<file path="config.mk">
export PLATFORM = sky130hd
export DESIGN_NAME = mem_dump_reader
export DESIGN_NICKNAME = d
export VERILOG_FILES = /design/src/rtl/mips32_dump_pkg.sv /design/src/rtl/word_serializer.sv /design/src/rtl/mem_dump_reader.sv
export SDC_FILE = /design/constraint.sdc
export NUM_CORES = 1
export LEC_CHECK = 0
export CORE_UTILIZATION = 40
export DETAILED_ROUTE_END_ITERATION = 12
export PLACE_DENSITY = 0.73
export SYNTH_ARGS = -nofsm -noshare
export SYNTH_HDL_FRONTEND = slang
export SYNTH_HIERARCHICAL = 1
export SYNTH_SLANG_ARGS = --single-unit
export TNS_END_PERCENT = 10
</file>
<file path="constraint.sdc">
create_clock -name clk -period 2.1 [get_ports clk]
set_input_delay 0.63 -clock clk [delete_from_list [all_inputs] [get_ports clk]]
set_output_delay 0.63 -clock clk [all_outputs]
set_load 0.01 [all_outputs]
</file>
<file path="src/rtl/mips32_dump_pkg.sv">
// Shared types and constants for the data-memory dump engine.
package mips32_dump_pkg;

  localparam int unsigned WORD_W         = 32;
  localparam int unsigned BYTE_W         = 8;
  localparam int unsigned BYTES_PER_WORD = 4;
  localparam int unsigned IDX_W          = 2;
  localparam bit          MSB_FIRST      = 1'b1;

  typedef enum logic [2:0] {
    IDLE,
    READ,
    WAIT,
    SEND,
    DONE
  } state_e;

  // Byte currently presented from a word held in the shift register.
  function automatic logic [BYTE_W-1:0] head_byte(input logic [WORD_W-1:0] w);
    return MSB_FIRST ? w[WORD_W-1 -: BYTE_W] : w[BYTE_W-1:0];
  endfunction

  // Advance the shift register by one byte, filling with zeros.
  function automatic logic [WORD_W-1:0] shift_out(input logic [WORD_W-1:0] w);
    return MSB_FIRST ? {w[WORD_W-BYTE_W-1:0], BYTE_W'(0)}
                     : {BYTE_W'(0), w[WORD_W-1:BYTE_W]};
  endfunction

endpackage

</file>
<file path="src/rtl/word_serializer.sv">
// Splits one loaded 32-bit word into four bytes on a valid/ready stream.
module word_serializer
  import mips32_dump_pkg::*;
(
  input  logic              clk,
  input  logic              rst,
  input  logic              i_load,
  input  logic [WORD_W-1:0] i_word,
  input  logic              i_last_word,
  input  logic              i_ready,
  output logic [BYTE_W-1:0] o_data,
  output logic              o_valid,
  output logic              o_last,
  output logic              o_word_done_c
);

  localparam logic [IDX_W-1:0] LAST_IDX = IDX_W'(BYTES_PER_WORD - 1);
  localparam logic [IDX_W-1:0] PEN_IDX  = IDX_W'(BYTES_PER_WORD - 2);

  logic [WORD_W-1:0] r_shift;
  logic [IDX_W-1:0]  r_idx;
  logic              r_valid;
  logic              r_last_word;
  logic              r_last;
  logic              w_xfer;

  assign w_xfer        = r_valid && i_ready;
  assign o_word_done_c = w_xfer && (r_idx == LAST_IDX);

  // Everything holds while stalled; only a transfer advances the byte index.
  always_ff @(posedge clk) begin
    if (rst) begin
      r_shift     <= '0;
      r_idx       <= '0;
      r_valid     <= 1'b0;
      r_last_word <= 1'b0;
      r_last      <= 1'b0;
    end else if (i_load) begin
      r_shift     <= i_word;
      r_idx       <= '0;
      r_valid     <= 1'b1;
      r_last_word <= i_last_word;
      r_last      <= 1'b0;
    end else if (w_xfer) begin
      r_shift <= shift_out(r_shift);
      r_idx   <= r_idx + IDX_W'(1);
      r_valid <= (r_idx != LAST_IDX);
      r_last  <= r_last_word && (r_idx == PEN_IDX);
    end
  end

  assign o_data  = head_byte(r_shift);
  assign o_valid = r_valid;
  assign o_last  = r_last;

endmodule

</file>
<file path="src/rtl/mem_dump_reader.sv">
// Walks a wrapping word-address range of data memory and streams it out byte-wise.
module mem_dump_reader
  import mips32_dump_pkg::*;
#(
  parameter int unsigned ADDR_WIDTH = 5,
  parameter int unsigned DATA_WIDTH = 32
) (
  input  logic                  clk,
  input  logic                  rst,
  input  logic                  i_start,
  input  logic [ADDR_WIDTH-1:0] i_first_addr,
  input  logic [ADDR_WIDTH-1:0] i_last_addr,
  output logic [ADDR_WIDTH-1:0] o_mem_addr,
  output logic                  o_mem_rd_en,
  input  logic [DATA_WIDTH-1:0] i_mem_rdata,
  output logic [7:0]            o_out_data,
  output logic                  o_out_valid,
  input  logic                  i_out_ready,
  output logic                  o_out_last,
  output logic                  o_busy,
  output logic                  o_done
);

  // One extra bit so a full-memory dump count of 2^ADDR_WIDTH fits.
  localparam int unsigned CNT_W = ADDR_WIDTH + 1;

  state_e                r_state;
  logic [ADDR_WIDTH-1:0] r_addr;
  logic [CNT_W-1:0]      r_cnt;
  logic                  r_rd_en;
  logic                  r_busy;
  logic                  r_done;

  logic [ADDR_WIDTH-1:0] w_span;
  logic                  w_load;
  logic                  w_last_word;
  logic                  w_word_done;

  assign w_span      = i_last_addr - i_first_addr;
  assign w_load      = (r_state == WAIT);
  assign w_last_word = (r_cnt == CNT_W'(1));

  always_ff @(posedge clk) begin
    if (rst) begin
      r_state <= IDLE;
      r_addr  <= '0;
      r_cnt   <= '0;
      r_rd_en <= 1'b0;
      r_busy  <= 1'b0;
      r_done  <= 1'b0;
    end else begin
      r_rd_en <= 1'b0;
      r_done  <= 1'b0;
      case (r_state)
        IDLE: begin
          if (i_start) begin
            r_addr  <= i_first_addr;
            r_cnt   <= CNT_W'(w_span) + CNT_W'(1);
            r_rd_en <= 1'b1;
            r_busy  <= 1'b1;
            r_state <= READ;
          end
        end
        READ: r_state <= WAIT;
        WAIT: r_state <= SEND;
        SEND: begin
          if (w_word_done) begin
            r_cnt  <= r_cnt - CNT_W'(1);
            r_addr <= r_addr + ADDR_WIDTH'(1);
            if (w_last_word) begin
              r_state <= DONE;
              r_done  <= 1'b1;
              r_busy  <= 1'b0;
            end else begin
              r_state <= READ;
              r_rd_en <= 1'b1;
            end
          end
        end
        DONE:    r_state <= IDLE;
        default: r_state <= IDLE;
      endcase
    end
  end

  word_serializer u_ser (
    .clk          (clk),
    .rst          (rst),
    .i_load       (w_load),
    .i_word       (WORD_W'(i_mem_rdata)),
    .i_last_word  (w_last_word),
    .i_ready      (i_out_ready),
    .o_data       (o_out_data),
    .o_valid      (o_out_valid),
    .o_last       (o_out_last),
    .o_word_done_c(w_word_done)
  );

  assign o_mem_addr  = r_addr;
  assign o_mem_rd_en = r_rd_en;
  assign o_busy      = r_busy;
  assign o_done      = r_done;

endmodule

</file>
; ---- Word-level counts from Yosys, hierarchy flattened
; Cells that the tools add are included.
[totals]
reg_bits = 54
input_bits = 46
elab_cells = 62
[classes]
add_sub_neg = 5
n_eq_ne = 10
muxes = 23
bitwise_logic = 2
reduce_logical = 11
[op_table]
columns = op, count
row1 = $mux W32, 2
row2 = $mux W6, 2
row3 = $pmux W3 S4, 1
row4 = $pmux W6 S2, 1
row5 = $mux W5, 2
row6 = $pmux W5 S2, 1
row7 = $mux W1, 9
row8 = $mux W3, 3
row9 = $add A5 B1 Y6 const B, 1
row10 = $eq A3 B2 Y1 const B, 2
row11 = $eq A6 B1 Y1 const B, 1
row12 = $sub A6 B1 Y6 const B, 1
row13 = $add A5 B1 Y5 const B, 1
row14 = $sub A5 B5 Y5, 1
row15 = $eq A2 B2 Y1 const B, 2
row16 = $ne A2 B1 Y1 const B, 2
row17 = $ne A2 B2 Y1 const B, 2
row18 = $pmux W1 S2, 2
row19 = $reduce_and A4 Y1, 1
row20 = $reduce_bool A2 Y1, 2
row21 = $eq A3 B1 Y1 const B, 1
row22 = $logic_and A1 B1 Y1, 3
row23 = $logic_not A3 Y1, 1
row24 = $reduce_and A3 Y1, 1
row25 = other kinds (5), 6

; ---- Logic depth before layout (Yosys ltp)
[logic_depth]
depth_word = 4
ltp_mapped = 9
mapped_depth_nobuf = 9

; ---- Hierarchy
; Netlist, hierarchy kept.
[modules_own_cells]
columns = module, instances, cells_per_inst, area_per_inst_um2
row1 = word_serializer, 1, 203, 1998.2
row2 = mem_dump_reader, 1, 140, 1151.1

; ---- Least setup slack after synthesis
; OpenSTA, ideal clock, no wires.
[synth_path]
path_kind = input -> register
startpoint = input i_last_addr[0]
endpoint = register r_cnt[3]
setup_ps = 103
arrival_time_ps = 2076
required_ps = 1997
path_slack_ps = -80
stages = 8
n_path_buf = 0
cell_sequence = inv_1 ha_1 inv_1 fa_1 xor2_1 and3_1 xnor2_1 a2111oi_2
[synth_between]
elab_chain_len = 4
[synth_lines]
columns = element, line_no
row1 = "start, declared", mem_dump_reader.sv:12  ; input logic [ADDR_WIDTH-1:0] i_last_addr,
row2 = $sub A5 B5 Y5, mem_dump_reader.sv:39  ; assign w_span = i_last_addr - i_first_addr;
row3 = $add A5 B1 Y6, mem_dump_reader.sv:58  ; r_cnt <= CNT_W'(w_span) + CNT_W'(1);
row4 = $mux W6, mem_dump_reader.sv:56  ; if (i_start) begin
row5 = $pmux W6 S2, mem_dump_reader.sv:54  ; case (r_state)
row6 = "end signal, assigned", mem_dump_reader.sv:58
row7 = "end signal, assigned", mem_dump_reader.sv:68  ; r_cnt <= r_cnt - CNT_W'(1);
row8 = "end, declared", mem_dump_reader.sv:29  ; logic [CNT_W-1:0] r_cnt;
; No other way between the ends. The select of a mux whose other input is x is not followed.
; A chain may end at the register's enable or synchronous reset.

; ---- Final worst setup path
[layout_path]
startpoint = input i_first_addr[0]
endpoint = register r_cnt[2]
[layout_between]
elab_chain_len = 4
[layout_lines]
columns = element, line_no
row1 = "start, declared", mem_dump_reader.sv:11  ; input logic [ADDR_WIDTH-1:0] i_first_addr,
row2 = $sub A5 B5 Y5, mem_dump_reader.sv:39
row3 = $add A5 B1 Y6, mem_dump_reader.sv:58
row4 = $mux W6, mem_dump_reader.sv:56
row5 = $pmux W6 S2, mem_dump_reader.sv:54
; No other way between the ends. The select of a mux whose other input is x is not followed.

==> metrics.md <==
| Metric | Value |
|---|---|
| Status | `finished clean` |
| Final ANT Viol Nets | `0` |
| Final instance area | `roughly 4100 um^2` |
| Chip height | `90.7 um` |
| Non-filler cells, final | `between 500 and 600` |
| # rows | `31` |
| Worst setup margin | `about 60 ps` |
| CTS tree | `done` |
| Drt pass-1 iters | `4` |
| Max FO, Critical Path | `2` |
| Max-slew violations | `0` |
| Synth unique cells | `51` |
| Worst skew pair latency | `roughly 310 ps` |
| WP buf/inv | `3` |
| Largest net degree at the start of global routing | `57` |
| Synthesized net count | `400` |
| Critical path arrival | `between 2000 and 2500 ps` |
| # IOs | `64` |
| Clk buf depth | `2` |
| Via density | `~5.2` |
| CP Launch Type | `input port` |
| DR WL/cell | `13.9 um` |
| EDFF count, synth | `0` |
| YS warnings | `6` |
| CTS Buf Count | `5` |
| Smallest hold slack | `472 ps` |
| Root Buffer | `clkbuf_8` |
| WP data required | `2300 ps` |
| R2r startpoint | `u_ser/r_idx[1]` |
| Max IR drop VDD | `approximately 0.29 mV` |
| Setup Crit Path Kind | `in -> reg` |
| Setup Skew | `approximately 9.6 ps` |
| Final setup viols | `0` |
| Post-layout net count | `roughly 460` |
| Vias in the first global route | `2567` |
| Syn Inst Count | `343` |
| Area of all sequential standard cells | `approximately 1100 um^2` |
| Final min period | `2040 ps` |
| Clk sinks | `between 50 and 60` |
| DR vias | `roughly 2.6k` |
| CP max-delay cell | `fa_2` |
| R2R depth | `7` |
| Die Wd | `between 90 and 100 um` |
| Final GP Congestion | `between 0.8 and 0.9` |
| CP top delay family | `adder cells` |
| Crit share post-route | `between 90% and 100%` |
| Number of max-cap violations | `0` |
| H-tree depth | `2` |
| First-iteration detailed-routing DRC count | `112` |
| Avg Inst Size Synth | `roughly 9.2 um^2` |
| Hold WC Path Type | `reg -> reg` |
| RSZ-0062 raised after global routing | `yes` |
| Total global routing overflow | `0` |
| Final Hold Violating Endpoints | `0` |
| Asr flop ratio synth | `0%` |
| Cell Area, Placed | `3890 um^2` |
| Worst Hold Depth | `2` |
| Ant diodes | `0` |
| Core area | `between 7000 and 8000 um^2` |
| Pwr dens | `647 nW/um^2` |
| Worst Hold End | `u_ser/o_last` |
| Max Clock Freq | `a little under 0.5 GHz` |
| Seq cells post-synth | `54` |
| CP Capture Type | `register` |
| Final WL | `6.97 mm` |
| Drc violations | `0` |
| FF-to-FF setup slack | `270 ps` |
| Seq/Total Area, Yosys | `between 30% and 40%` |
| Initial antenna violation count | `0` |
| Most used DFF post-synth | `dfxtp_1` |
| Placed insts | `~490` |
| HP Start | `u_ser/o_last` |
| DP Worst Slack | `-609 ps` |
| Multi-input logic area | `around 1800 um^2` |
| GRT Total Usage | `between 10% and 20%` |
| PortBufs | `63` |
| CP cell instances | `clkdlybuf4s15_2, ha_2, inv_2, fa_2, ha_4, buf_4, xnor2_1, o21ai_0, a22oi_1, nor2_1` |
| Netlist Area Pre-Place | `3150 um^2` |
| Fill count | `about 690` |
| Area Overhead vs Synth | `30.1%` |
| Quantity of hold-fixing buffers added after cts | `0` |
| Crit path largest cell delay | `about 460 ps` |
| Worst slew margin | `between 50% and 60%` |
| DP HPWL | `between 4 and 5 mm` |
| Starting Density | `42.3%` |
| Lkg Pwr | `between 1.5 and 2 nW` |
| Slew of the pin with the lowest slew margin | `between 600 and 700 ps` |
| Reg-to-reg endpoint | `o_mem_addr[0]` |
| Full die area | `8230 um^2` |
| Reg clk slew, reported paths | `100 ps` |
| Layout cells sized above 1 | `25.5%` |
| First-pass GRT wire length | `approximately 12 mm` |
==> final cells by class <==
type | count | share of cell area, %
Clock buffer | 5 | 1.68
Clock inverter | 2 | 0.947
Inverter | 34 | 3.11
Multi-Input combinational cell | 219 | 43.3
Sequential cell | 54 | 26.4
Tap cell | 99 | 3.02
Timing Repair Buffer | 90 | 21.6
==> timing repair <==
item,in CTS,in global routing
setup endpoints to repair,5,4
resized for setup,22,4
pin swaps,9,4
cloned,0,0
setup buffers,4,0
==> layout by cell type, fill, tap and decap left out, types with 3 or more instances in the layout <==
cell	Yosys	layout
clkdlybuf4s50_1	0	55
dfxtp_1	54	54
nor3_1	37	37
inv_1	34	31
a2111oi_2	25	25
buf_4	15	22
a21oi_1	20	18
nand2_1	17	17
nor3_2	16	16
nor2_1	15	14
nand3b_1	12	12
o21ai_0	9	9
nand3_1	6	6
ha_1	10	6
xnor2_1	6	5
clkbuf_8	0	5
buf_12	3	5
a211oi_1	4	4
a31oi_1	4	4
dlygate4sd2_1	0	4
inv_2	0	3
nand4_1	3	3
ha_4	0	3
==> synthesized netlist by cell type, types with 2 or more instances <==
| cell type | number | area, um^2 |
|---|---|---|
| nand3b_1 | 12 | 90.1 |
| nor2_1 | 15 | 56.3 |
| nor4_1 | 2 | 12.5 |
| nand3_1 | 6 | 30.0 |
| buf_4 | 15 | 113 |
| or3_1 | 2 | 12.5 |
| nor2b_1 | 2 | 12.5 |
| o21ai_0 | 9 | 45.0 |
| a21o_1 | 2 | 15.0 |
| buf_1 | 2 | 7.51 |
| clkbuf_1 | 4 | 15.0 |
| buf_12 | 3 | 60.1 |
| and3_1 | 3 | 18.8 |
| nand2_1 | 17 | 63.8 |
| a31oi_1 | 4 | 25.0 |
| inv_1 | 34 | 128 |
| buf_2 | 10 | 50.1 |
| a211oi_1 | 4 | 30.0 |
| nor3_1 | 37 | 185 |
| nor3_2 | 16 | 160 |
| nand4_1 | 3 | 18.8 |
| or3_4 | 2 | 22.5 |
| ha_1 | 10 | 125 |
| xnor2_1 | 6 | 52.6 |
| a21oi_1 | 20 | 100 |
| a2111oi_2 | 25 | 375 |
| dfxtp_1 | 54 | 1080 |
==> logic make-up (layout without fill, tap and decap cells) <==
kind of cell | after synthesis | after routing | synth area share [%]
AOI/OAI and AO/OA | 74 | 74 | 22.1
xor gates and xnor gates | 7 | 7 | 1.95
adders and majority gates | 11 | 11 | 4.61
buffers and inverters | 70 | 131 | 12.4
DFF | 54 | 54 | 34.3
muxes | 1 | 1 | 0.318
and+or+nand+nor | 126 | 126 | 24.4
==> routing by layer <==
| metal | routed length, um | global-route usage (%) | vias to the layer above |
|---|---|---|---|
| met3 | 199 | 3.28 | 6 |
| met4 | 66 | 4.44 | 0 |
| met5 | 0 | 0 | - |
| li1 | - | - | 1347 |
| met1 | 3440 | 23.0 | 1197 |
| met2 | 3260 | 28.7 | 47 |
==> sequential cells by signal, summed over array words and instances, names as in the netlist, 2 cells and up <==
signal,cells
u_ser/r_idx,2
o_mem_addr,5
u_ser/r_shift,32
r_state,3
r_cnt,6
==> report_power, final <==
group	leakage (nW)	internal [mW]	switching [mW]
logic	1.03	0.412	0.360
clock network	0.0542	0.351	0.338
registers	0.443	1.12	0.0739
==> worst max path at each step <==
stage / from / to / depth (start not counted)
global route: i_first_addr[0] / r_cnt[2] / 10
global placement: i_first_addr[0] / r_cnt[4] / 9
floorplan: i_last_addr[0] / r_cnt[4] / 8
finish: i_first_addr[0] / r_cnt[2] / 10
detailed placement: i_first_addr[0] / r_cnt[4] / 9
CTS: i_first_addr[0] / r_cnt[4] / 8
==> worst min-delay path, cell delays in order (launching register included) <==
cell and delay (ps):
dfxtp_1 320, nand2_1 50, a211oi_1 50
==> stage by stage <==
stage,util [%],total power [mW],setup TNS (ps)
floorplan,-,1.71,-5.00
global placement,52.3,1.93,-3730
detailed placement,52.3,1.95,-4100
CTS,54.8,2.66,0
global route,55.0,2.79,-2.88
finish,55.0,2.65,0
(Power assumes the default switching activity.)
